**src/rtl/alu_muldiv_seq_pkg.sv**
```systemverilog
// Shared encodings for the multi-cycle multiply/divide sequencer:
// ALU operation codes, sequencer op codes, iteration bound and FSM states.
package alu_muldiv_seq_pkg;

  // ALU operation codes shared with the execute-stage ALU.
  localparam logic [3:0] ALU_ADD = 4'h0;
  localparam logic [3:0] ALU_SUB = 4'h1;

  // Sequencer operation select.
  localparam logic [1:0] MD_OP_MUL  = 2'b00;
  localparam logic [1:0] MD_OP_DIVU = 2'b01;
  localparam logic [1:0] MD_OP_REMU = 2'b10;

  // Last iteration index: one iteration per operand bit.
  localparam int unsigned MD_CNT_W    = 4;
  localparam logic [3:0]  MD_CNT_LAST = 4'd15;

  typedef enum logic [1:0] {
    MD_IDLE = 2'd0,
    MD_RUN  = 2'd1,
    MD_DONE = 2'd2
  } md_state_e;

  // ALU opcode used while iterating a given sequencer op.
  function automatic logic [3:0] md_alu_op(input logic [1:0] op);
    case (op)
      MD_OP_DIVU, MD_OP_REMU: md_alu_op = ALU_SUB;
      default:                md_alu_op = ALU_ADD;
    endcase
  endfunction

endpackage

```
**src/rtl/alu_muldiv_seq.sv**
```systemverilog
// Multi-cycle 16-bit unsigned MUL / DIVU / REMU sequencer. Each operation
// takes 16 RUN cycles on the shared external ALU: shift-add multiply (LSB
// first) or restoring division (MSB first). Result is registered and held
// until the next accepted start.
module alu_muldiv_seq
  import alu_muldiv_seq_pkg::*;
#(
  parameter int unsigned      WIDTH     = 16,
  parameter logic [WIDTH-1:0] DIV0_QUOT = 16'hFFFF
) (
  input  logic             clk,
  input  logic             rst,
  input  logic             start,
  input  logic [1:0]       op,
  input  logic [WIDTH-1:0] src_a,
  input  logic [WIDTH-1:0] src_b,
  input  logic             flush,
  output logic             busy,
  output logic             done,
  output logic [WIDTH-1:0] result,
  output logic [WIDTH-1:0] alu_a,
  output logic [WIDTH-1:0] alu_b,
  output logic [3:0]       alu_op,
  input  logic [WIDTH-1:0] alu_result
);

  // The iteration count and the all-ones divide-by-zero quotient both
  // follow from a 16-bit datapath; refuse any other configuration.
  generate
    if (WIDTH != 16 || DIV0_QUOT != {WIDTH{1'b1}}) begin : g_bad_cfg
      $error("alu_muldiv_seq supports only WIDTH=16 with DIV0_QUOT=16'hFFFF");
    end
  endgenerate

  md_state_e             state_q, state_d;
  logic [MD_CNT_W-1:0]   cnt_q, cnt_d;
  logic [1:0]            op_q, op_d;
  // Multiply registers
  logic [WIDTH-1:0]      acc_q, acc_d;
  logic [WIDTH-1:0]      mcand_q, mcand_d;
  logic [WIDTH-1:0]      mplier_q, mplier_d;
  // Divide registers
  logic [WIDTH:0]        rem_q, rem_d;
  logic [WIDTH-1:0]      quo_q, quo_d;
  logic [WIDTH-1:0]      dvs_q, dvs_d;
  logic [WIDTH-1:0]      result_q, result_d;

  logic                  accept;
  logic                  finish;
  logic                  iterate;
  logic [WIDTH:0]        div_t;
  logic                  div_ge;

  // Partial remainder shifted left with the next dividend bit brought in.
  assign div_t  = {rem_q[WIDTH-1:0], quo_q[WIDTH-1]};
  // Unsigned trial compare done locally; the ALU's SLT is signed. rem_q's
  // top bit is always 0 between iterations, but folding it in keeps the
  // subtract decision correct should it ever be set.
  assign div_ge = rem_q[WIDTH] | div_t[WIDTH] | (div_t[WIDTH-1:0] >= dvs_q);

  // State register and iteration datapath, asynchronously cleared.
  always_ff @(posedge clk or posedge rst) begin
    if (rst) begin
      state_q  <= MD_IDLE;
      cnt_q    <= '0;
      op_q     <= '0;
      acc_q    <= '0;
      mcand_q  <= '0;
      mplier_q <= '0;
      rem_q    <= '0;
      quo_q    <= '0;
      dvs_q    <= '0;
      result_q <= '0;
    end else begin
      state_q  <= state_d;
      cnt_q    <= cnt_d;
      op_q     <= op_d;
      acc_q    <= acc_d;
      mcand_q  <= mcand_d;
      mplier_q <= mplier_d;
      rem_q    <= rem_d;
      quo_q    <= quo_d;
      dvs_q    <= dvs_d;
      result_q <= result_d;
    end
  end

  // Next-state and status: flush wins over start and over the last-cycle exit.
  always_comb begin
    state_d = state_q;
    busy    = 1'b0;
    done    = 1'b0;
    accept  = 1'b0;
    finish  = 1'b0;
    iterate = 1'b0;
    case (state_q)
      MD_IDLE: begin
        if (start && !flush) begin
          accept  = 1'b1;
          state_d = MD_RUN;
        end
      end
      MD_RUN: begin
        busy = 1'b1;
        if (flush) begin
          state_d = MD_IDLE;
        end else begin
          iterate = 1'b1;
          if (cnt_q == MD_CNT_LAST) begin
            finish  = 1'b1;
            state_d = MD_DONE;
          end
        end
      end
      MD_DONE: begin
        done = 1'b1;
        if (start && !flush) begin
          accept  = 1'b1;
          state_d = MD_RUN;
        end else begin
          state_d = MD_IDLE;
        end
      end
      default: state_d = MD_IDLE;
    endcase
  end

  // ALU operand drive: only RUN uses the ALU, idle value is ADD 0+0.
  always_comb begin
    alu_op = ALU_ADD;
    alu_a  = '0;
    alu_b  = '0;
    if (state_q == MD_RUN) begin
      alu_op = md_alu_op(op_q);
      case (op_q)
        MD_OP_MUL: begin
          alu_a = acc_q;
          alu_b = mcand_q;
        end
        MD_OP_DIVU, MD_OP_REMU: begin
          alu_a = div_t[WIDTH-1:0];
          alu_b = dvs_q;
        end
        default: ;
      endcase
    end
  end

  // Operand capture on accept, one shift-add / restoring step per RUN cycle,
  // and result capture on the final iteration.
  always_comb begin
    cnt_d    = cnt_q;
    op_d     = op_q;
    acc_d    = acc_q;
    mcand_d  = mcand_q;
    mplier_d = mplier_q;
    rem_d    = rem_q;
    quo_d    = quo_q;
    dvs_d    = dvs_q;
    result_d = result_q;

    if (accept) begin
      cnt_d    = '0;
      op_d     = op;
      acc_d    = '0;
      mcand_d  = src_a;
      mplier_d = src_b;
      rem_d    = '0;
      quo_d    = src_a;
      dvs_d    = src_b;
    end else if (iterate) begin
      cnt_d = cnt_q + 1'b1;
      case (op_q)
        MD_OP_MUL: begin
          if (mplier_q[0]) acc_d = alu_result;
          mcand_d  = mcand_q << 1;
          mplier_d = mplier_q >> 1;
        end
        MD_OP_DIVU, MD_OP_REMU: begin
          if (div_ge) begin
            rem_d = {1'b0, alu_result};
            quo_d = {quo_q[WIDTH-2:0], 1'b1};
          end else begin
            rem_d = div_t;
            quo_d = {quo_q[WIDTH-2:0], 1'b0};
          end
        end
        default: ;
      endcase
    end

    if (finish) begin
      case (op_q)
        MD_OP_MUL:  result_d = acc_d;
        MD_OP_DIVU: result_d = quo_d;
        MD_OP_REMU: result_d = rem_d[WIDTH-1:0];
        default:    result_d = '0;
      endcase
    end
  end

  assign result = result_q;

endmodule

```
**config.mk**
```make
export PLATFORM = sky130hd
export DESIGN_NAME = alu_muldiv_seq
export DESIGN_NICKNAME = d
export VERILOG_FILES = /design/src/rtl/alu_muldiv_seq_pkg.sv /design/src/rtl/alu_muldiv_seq.sv
export SDC_FILE = /design/constraint.sdc
export NUM_CORES = 1
export LEC_CHECK = 0
export BUFFER_PORTS_ARGS = -buffer_cell sky130_fd_sc_hd__buf_2
export CORE_UTILIZATION = 40
export CTS_CLUSTER_DIAMETER = 100
export DETAILED_ROUTE_END_ITERATION = 12
export PLACE_DENSITY = 0.72
export REMOVE_ABC_BUFFERS = 1
export SLEW_MARGIN = 20
export SYNTH_ARGS = -nofsm -noshare
export SYNTH_HDL_FRONTEND = slang
export SYNTH_SLANG_ARGS = --single-unit
```
**constraint.sdc**
```tcl
create_clock -name clk -period 4 [get_ports clk]
set_input_delay 0.8 -clock clk [delete_from_list [all_inputs] [get_ports clk]]
set_output_delay 0.8 -clock clk [all_outputs]
set_load 0.05 [all_outputs]
```
# Word-level counts from Yosys, hierarchy flattened
# Index checks and enable logic that the tools add are counted.
[op_classes]
order_cmp = 1
n_mux = 41
addsub = 1
eq_ne = 7
reduce_logical = 12
bitwise_logic = 2
[ops]
columns = ["op", "n"]
rows = [
  ["2-to-1 mux 16 bit", 15],
  ["2-to-1 mux 17 bit", 4],
  ["case mux 16 bit (2 select lines)", 2],
  ["case mux 16 bit (3 select lines)", 1],
  ["greater-or-equal comparator 16 bit", 1],
  ["2-to-1 mux 1 bit", 13],
  ["2-to-1 mux 4 bit", 2],
  ["2-to-1 mux 2 bit", 3],
  ["case mux 2 bit (3 select lines)", 1],
  ["AND reduction 2 bit", 3],
  ["nonzero test 2 bit", 3],
  ["adder 4 x 1 -> 4 bit (second input constant)", 1],
  ["== test 2 x 1 -> 1 bit (second input constant)", 2],
  ["== test 2 bit (second input constant)", 2],
  ["== test 4 bit (second input constant)", 1],
  ["zero test 2 bit", 2],
  ["OR reduction 2 bit", 2],
  ["inequality test 3 bit (second input constant)", 1],
  ["inequality test 2 bit (second input constant)", 1],
  ["OR 1 bit", 2],
  ["logical AND 1 bit", 1],
  ["zero test 1 bit", 1],
]
[word_totals]
ff_bits = 121
out_inout_bits = 54
in_bits = 54

# Longest topological paths before layout
# Gate-level depths: netlist (run 1).
[logic_depth]
depth_word = 7
depth_mapped = 10
mapped_depth_nobuf = 8

# Worst setup path after synthesis (run 1)
# OpenSTA, ideal clock, no wires.
[synth_path]
path_type = "reg-to-output"
from = "reg state_q[0]"
to = "out alu_a[10]"
path_stages_with_launch = 5
path_buffers = 1
path_slack_ns = 0.877
required_ns = 3.200
arrival_time_ns = 2.323
path_cell_list = "dfrtp_1 nor2b_1 nand2b_1 clkbuf_1 nor2_1"
[synth_via]
elab_chain_cells = 2
[synth_lines]
columns = ["element", "line", "text"]
rows = [
  ["start, declared", "alu_muldiv_seq.sv:35", "md_state_e state_q, state_d;"],
  ["start signal, assigned", "alu_muldiv_seq.sv:75", "state_q <= state_d;"],
  ["== test 2 x 1 -> 1 bit", "alu_muldiv_seq.sv:133", "if (state_q == MD_RUN) begin"],
  ["2-to-1 mux 16 bit", "alu_muldiv_seq.sv:133", ""],
  ["end, declared", "alu_muldiv_seq.sv:21", "output logic [WIDTH-1:0] alu_a,"],
]
# No other way between the ends.

# Worst setup path after layout (run 1)
[layout_path]
from = "reg op_q[0]"
to = "out alu_a[5]"
[layout_via]
elab_chain_cells = 4
word_cells_on_any_way = 6
classes_between = "2 x eq/ne; 2 x mux; 2 x reduce/logical"
[layout_lines]
columns = ["element", "line", "text"]
rows = [
  ["start, declared", "alu_muldiv_seq.sv:37", "logic [1:0] op_q, op_d;"],
  ["start signal, assigned", "alu_muldiv_seq.sv:77", "op_q <= op_d;"],
  ["== test 2 x 1 -> 1 bit or == test 2 bit (tied branches)", "alu_muldiv_seq.sv:135", "case (op_q)"],
  ["OR reduction 2 bit", "alu_muldiv_seq.sv:135", ""],
  ["case mux 16 bit (2 select lines) (*)", "alu_muldiv_seq.sv:135", ""],
  ["2-to-1 mux 16 bit (*)", "alu_muldiv_seq.sv:133", ""],
]
# Every way passes the cells marked *; elsewhere a longest branch is shown, timed or not.

==> flow_summary.ini, run 1 <==
[outcome]
status = complete, no violations

[logic_synthesis]
synth_flop_cell = dfrtp_1
synth_seq_cells = 121
ys_async_sr_fraction = 1.00
synth_area_mm2 = 0.00620
netlist_instances = 654
synth_top_area_cell = dfrtp_1
synthDominantCellAreaShare = 0.488
ys_seq_area_frac = 0.488
synth_area_leaders = dfrtp_1 (49%), nand2_1 (6.2%), nor2_1 (5.2%)
ys_types = 46
synth_edf_count = 0
ys_warn_count = 0
synth_area_per_cell_um2 = 9.48

[critical_path]
cp_max_fo = 25
start_kind = flop
r2r_cells = 7
critPathKind = reg -> out
rr_startpoint = rem_q[14]
r2r_setup_slack_ps = 1020
arrival_ps = 2540
worstPathRequired_ps = 3200
end_kind = output port
r2r_end = result[15]

[pwr]
p_sw_frac = 0.376
comb_power_share = 0.276
ir_drop_v = 0.000355
p_clk_frac = 0.327
p_leak_nw = 3.68
intPower_mw = 2.72
power_switching_mw = 1.64
power.density_mw_per_mm2 = 589
p_seq_frac = 0.397

[timing]
max_slew_margin = 0.343
grt_setup_unrepaired = false
setup_violations = 0
hold_viol = 0
fmax_ghz = 0.300
layout_setup_ws_ps = 665
worst_pin_slew_ps = 986
setup-tns-final_ps = 0
drv_slew = 0
skew_ps = 7.79
period_needed_ps = 3340
final.period_utilization = 0.834

[job]
maxCapViolCount = 0

[layout]
syn2layout_area_growth_pct = 19.3
final_core_util = 0.488
fin_nets = 815
drive_gt1_frac = 0.242
stdcell_area_mm2 = 0.00739
final-instance-count-excl-fill = 941
n_antenna_cell = 0

[cts]
tritoncts = done
clk-insertion-delay-late_ps = 420
clockBufferDepth = 2
root_buffer = clkbuf_16
post_cts_buffers = 0
cts-hold-fix-buffers = 0
cts_inserted_buffers = 17
path_clk_slew_ps = 60
cts_resized = 0
h-tree-depth = 4
cts.sinks = 121

[placed_design]
place_ws_ps = 920
placed_area_mm2 = 0.00685
io_buffers = 104
gp_congestion = 0.840
dp.cells = 909
hpwl_mm = 12.0

[detailed_routing]
vias_per_cell = 5.78
post_drt_wl_per_cell_um = 18.8
vias = 5439
drc = 0
antenna_left = 0
firstDrtPassIters = 8
initialDrtViolationCount = 556
routed_wl_mm = 17.7

[worst_hold_path]
hold_path_startpoint = mplier_q[5]
hold_class = reg -> reg
hold_path_depth = 2
min_to = mplier_q[5]

[floorplanning]
start_util = 0.409
die-width_um = 126
die-area_mm2 = 0.0160
num_rows = 45
core-area_mm2 = 0.0151
fp.dieH_um = 126
io_pins = 108

[global_route]
grt_pass1_vias = 5434
grt_max_degree = 64
grt_antenna_before_repair = 0
overflow = 0
grt_usage = 0.232
grt_pass1_wl_mm = 28.7
cells in the final DEF, fill, tap and decap left out, types with 3 or more instances in the layout:
| cell | instances |
|---|---|
| a22o_1 | 3 |
| nor2b_1 | 3 |
| nor2_1 | 86 |
| and2_1 | 19 |
| buf_4 | 12 |
| o21ai_0 | 43 |
| dfrtp_1 | 121 |
| o41ai_2 | 10 |
| clkbuf_16 | 17 |
| a31oi_1 | 28 |
| inv_6 | 6 |
| a22oi_1 | 38 |
| mux2_2 | 15 |
| nand2_1 | 102 |
| nand4_1 | 4 |
| and3_1 | 5 |
| buf_2 | 104 |
| conb_1 | 3 |
| nor3_1 | 14 |
| ha_1 | 21 |
| mux2i_1 | 12 |
| a21oi_1 | 8 |
| o41ai_1 | 4 |
| inv_1 | 20 |
| clkinvlp_4 | 5 |
| a222oi_1 | 15 |
cells by family after synthesis:
group                      synth area share
and+or+nand+nor                       0.166
AOI/OAI and AO/OA                     0.201
DFF                                   0.488
buffers and inverters                0.0503
muxes                                0.0466
adders and majority gates            0.0424
xor gates and xnor gates            0.00424
other                              0.000605
state kept, by name (all words and copies together), names as in the netlist:
signal and cells:
acc_q 16, op_q 2, state_q 2, mcand_q 16, quo_q 16, mplier_q 16, result 16, dvs_q 16
cnt_q 4, rem_q 17
power by group through the flow:
stage	Sequential, mW	Combinational [mW]	Clock, mW
floorplan	1.66	0.877	0
global placement	1.73	1.16	0
detailed placement	1.74	1.18	0
CTS	1.72	1.20	1.43
global route	1.76	1.34	1.49
finish	1.73	1.20	1.43
how the worst max path moves through the flow:
stage | from | to | slack [ps]
floorplan | flush | mcand_q[0] | -960
global placement | flush | result[0] | 950
detailed placement | flush | result[0] | 920
CTS | op_q[0] | alu_b[14] | 690
global route | op_q[0] | alu_b[14] | 540
finish | op_q[0] | alu_a[5] | 660
synth_stat cells (2+ instances only):
master and count:
mux2i_1 12, a22oi_1 38, nor2b_1 3, ha_1 21, buf_2 12, a222oi_1 15
o22ai_1 2, nor2_1 86, clkbuf_1 34, nand2_1 103, nand2b_1 2, o41ai_1 4
a22o_1 3, o41ai_2 10, a21oi_1 8, a31oi_1 28, nor3_1 14, and2_1 19
o21ai_0 43, mux2_2 15, buf_4 6, o21a_1 2, inv_1 21, xor2_1 2
and3_1 5, o31ai_1 2, nand4_1 4, o21ai_1 2, dfrtp_1 121
metal layers:
layer  routed length (um)  GRT usage  vias to the layer above  share of wire
li1                     -          -                     2504              -
met4                  291     0.0709                        0          0.016
met1                 7980      0.314                     2697           0.45
met3                 1330     0.0574                       24          0.075
met2                 8130      0.367                      214           0.46
met5                    0          0                        -              0
cell type report:
type / count / area, um^2
fillers: 1450 / 7750
well taps: 188 / 235
inverters: 21 / 81.3
clock inverters: 14 / 115
multi-input cells: 462 / 2880
clock buffers: 18 / 429
flip-flops and latches: 121 / 3030
repair buffers: 117 / 631
worst max-delay path, cell delays in order (launching register included):
cell     delay [ps]
dfrtp_1         370
inv_1            90
ha_1            640
buf_4           400
a22oi_1         140
nor2_1          180
buf_2           290
stage by stage:
stage                     hold slack [ps]  total power [mW]
after floorplan                       438              2.54
after global placement                450              2.89
after detailed placement              457              2.92
after CTS                             475              4.35
after global routing                  504              4.60
final                                 485              4.36
Note: power is estimated with default switching activity, not from simulation.
==> run 2, diff against run 1 <==
==> constraint.sdc (replaced) <==
create_clock -name clk -period 2.9 [get_ports clk]
set_input_delay 0.58 -clock clk [delete_from_list [all_inputs] [get_ports clk]]
set_output_delay 0.58 -clock clk [all_outputs]
set_load 0.05 [all_outputs]
==> run 2 against run 1 <==
Via count rose by 0.83%. Non-clock buffer count rose by 15. Sequential cell count did not move. Largest power group unchanged. Critical endpoint is now alu_b[15].
==> flow_summary.ini, run 2 (same netlist as run 1, synthesis figures left out) <==
[outcome]
status = complete, no violations

[detailed_routing]
drc = 0
initialDrtViolationCount = 582
post_drt_wl_per_cell_um = 18.8
routed_wl_mm = 18.0
vias_per_cell = 5.74
firstDrtPassIters = 6
antenna_left = 0
vias = 5484

[layout]
final_core_util = 0.499
final_cell_mix = dfrtp_1 (121), buf_2 (104), nand2_1 (103)
drive_gt1_frac = 0.257
fillers = 1390
regMostFlops = rem_q
layout_commonest_cell = dfrtp_1
largest_register_ffs = 17
syn2layout_area_growth_pct = 21.8
fin_nets = 830
n_antenna_cell = 0

[global_route]
grt_pass1_wl_mm = 28.8
grt_pass1_vias = 5394
grt_antenna_before_repair = 0
grt_max_degree = 48
grt_usage = 0.235
overflow = 0

[cts]
h-tree-depth = 4
clk-insertion-delay-late_ps = 430
path_clk_slew_ps = 60
tritoncts = done
clockBufferDepth = 2
cts.sinks = 121
root_buffer = clkbuf_16
cts_inserted_buffers = 17

[pwr]
intPower_mw = 3.96
p_seq_frac = 0.381
p_leak_nw = 3.79
ir_drop_v = 0.000509
p_sw_frac = 0.361
comb_power_share = 0.279
p_total_mw = 6.21
power.density_mw_per_mm2 = 822
power_switching_mw = 2.24
p_clk_frac = 0.340

[critical_path]
r2r_end = result[14]
r2r_cells = 8
rr_startpoint = rem_q[14]
end_kind = output port
cp_max_fo = 26
worstPathRequired_ps = 2320
critPathKind = reg -> out
start_kind = flop
r2r_setup_slack_ps = 270
arrival_ps = 2180

[timing]
layout_setup_ws_ps = 140
setup_violations = 0
period_needed_ps = 2760
worst_pin_slew_ps = 790
final.period_utilization = 0.952
grt_setup_unrepaired = false
drv_slew = 0
skew_ps = 19.6
fmax_ghz = 0.362
hold_viol = 0
max_slew_margin = 0.473

[placed_design]
place_ws_ps = 302
hpwl_mm = 12.6
io_buffers = 104
gp_congestion = 0.878

[floorplanning]
io_pins = 108
die-area_mm2 = 0.0160
core-area_mm2 = 0.0151
die-width_um = 126
start_util = 0.409
fp.dieH_um = 126
num_rows = 45

[job]
maxCapViolCount = 0

[worst_hold_path]
hold_class = in -> async
-- run 2: changes by cell type in the layout (fill, tap and decap cells not counted) --
cell	delta
clkinv_4	+1
clkinv_2	+3
inv_8	-1
nand2_2	-1
clkbuf_8	+1
buf_8	+1
bufinv_16	+2
clkbuf_1	-1
clkinvlp_4	-2
buf_4	+14
nand2_1	+1
inv_6	-3
-- run 2: layout make-up --
class | count | area, um^2 | area share
Clock buffer | 18 | 439 | 0.0581
Tap cell | 188 | 235 | 0.0311
Sequential cell | 121 | 3030 | 0.401
Inverter | 21 | 81.3 | 0.0108
Multi-Input combinational cell | 462 | 2870 | 0.380
Clock inverter | 14 | 146 | 0.0194
Timing Repair Buffer | 132 | 751 | 0.0994
-- run 2: through the flow --
stage                     instance area, um^2  hold WS (ps)  setup TNS [ps]  cells
after global routing                     7550           242               0    956
final                                    7550           201               0    956
after detailed placement                 6960           456               0    924
after global placement                   6960           450               0    924
after floorplan                          5970           438         -181130    604
after CTS                                7550           214               0    956
-- run 2: critical path: stages, from the launching register on --
cell and delay [ps]:
dfrtp_1 380, inv_1 90, ha_1 440, buf_8 280
a22oi_1 130, nor2_1 140, buf_2 280
-- run 2: repair_timing --
| action | CTS | global route |
|---|---|---|
| setup endpoints to repair | 0 | 22 |
| hold buffers | 0 | 0 |
| resized for setup | 0 | 2 |
| setup buffers | 0 | 0 |
-- run 2: worst max-delay path by stage --
| stage | end | cells after the start | from |
|---|---|---|---|
| 2_1_floorplan | mcand_q[0] | 3 | flush |
| 3_3_place_gp | result[9] | 6 | flush |
| 3_5_place_dp | result[10] | 6 | flush |
| 4_1_cts | alu_b[15] | 6 | op_q[0] |
| 5_1_grt | alu_a[7] | 6 | op_q[0] |
| 6_report | alu_b[15] | 6 | op_q[0] |
-- run 2: routing by layer --
metal / up-vias / track usage / wire length (um)
met5: - / 0 / 0
met4: 0 / 0.0907 / 453
met3: 33 / 0.0616 / 1560
met2: 287 / 0.348 / 8000
met1: 2631 / 0.329 / 7980
li1: 2533 / - / -
-- run 2: power by group through the flow --
stage / registers, mW / clock network (mW) / logic [mW]
6_report: 2.37 / 2.11 / 1.73
5_1_grt: 2.41 / 2.20 / 1.91
4_1_cts: 2.36 / 2.11 / 1.71
3_5_place_dp: 2.39 / 0 / 1.69
3_3_place_gp: 2.38 / 0 / 1.66
2_1_floorplan: 2.29 / 0 / 1.21
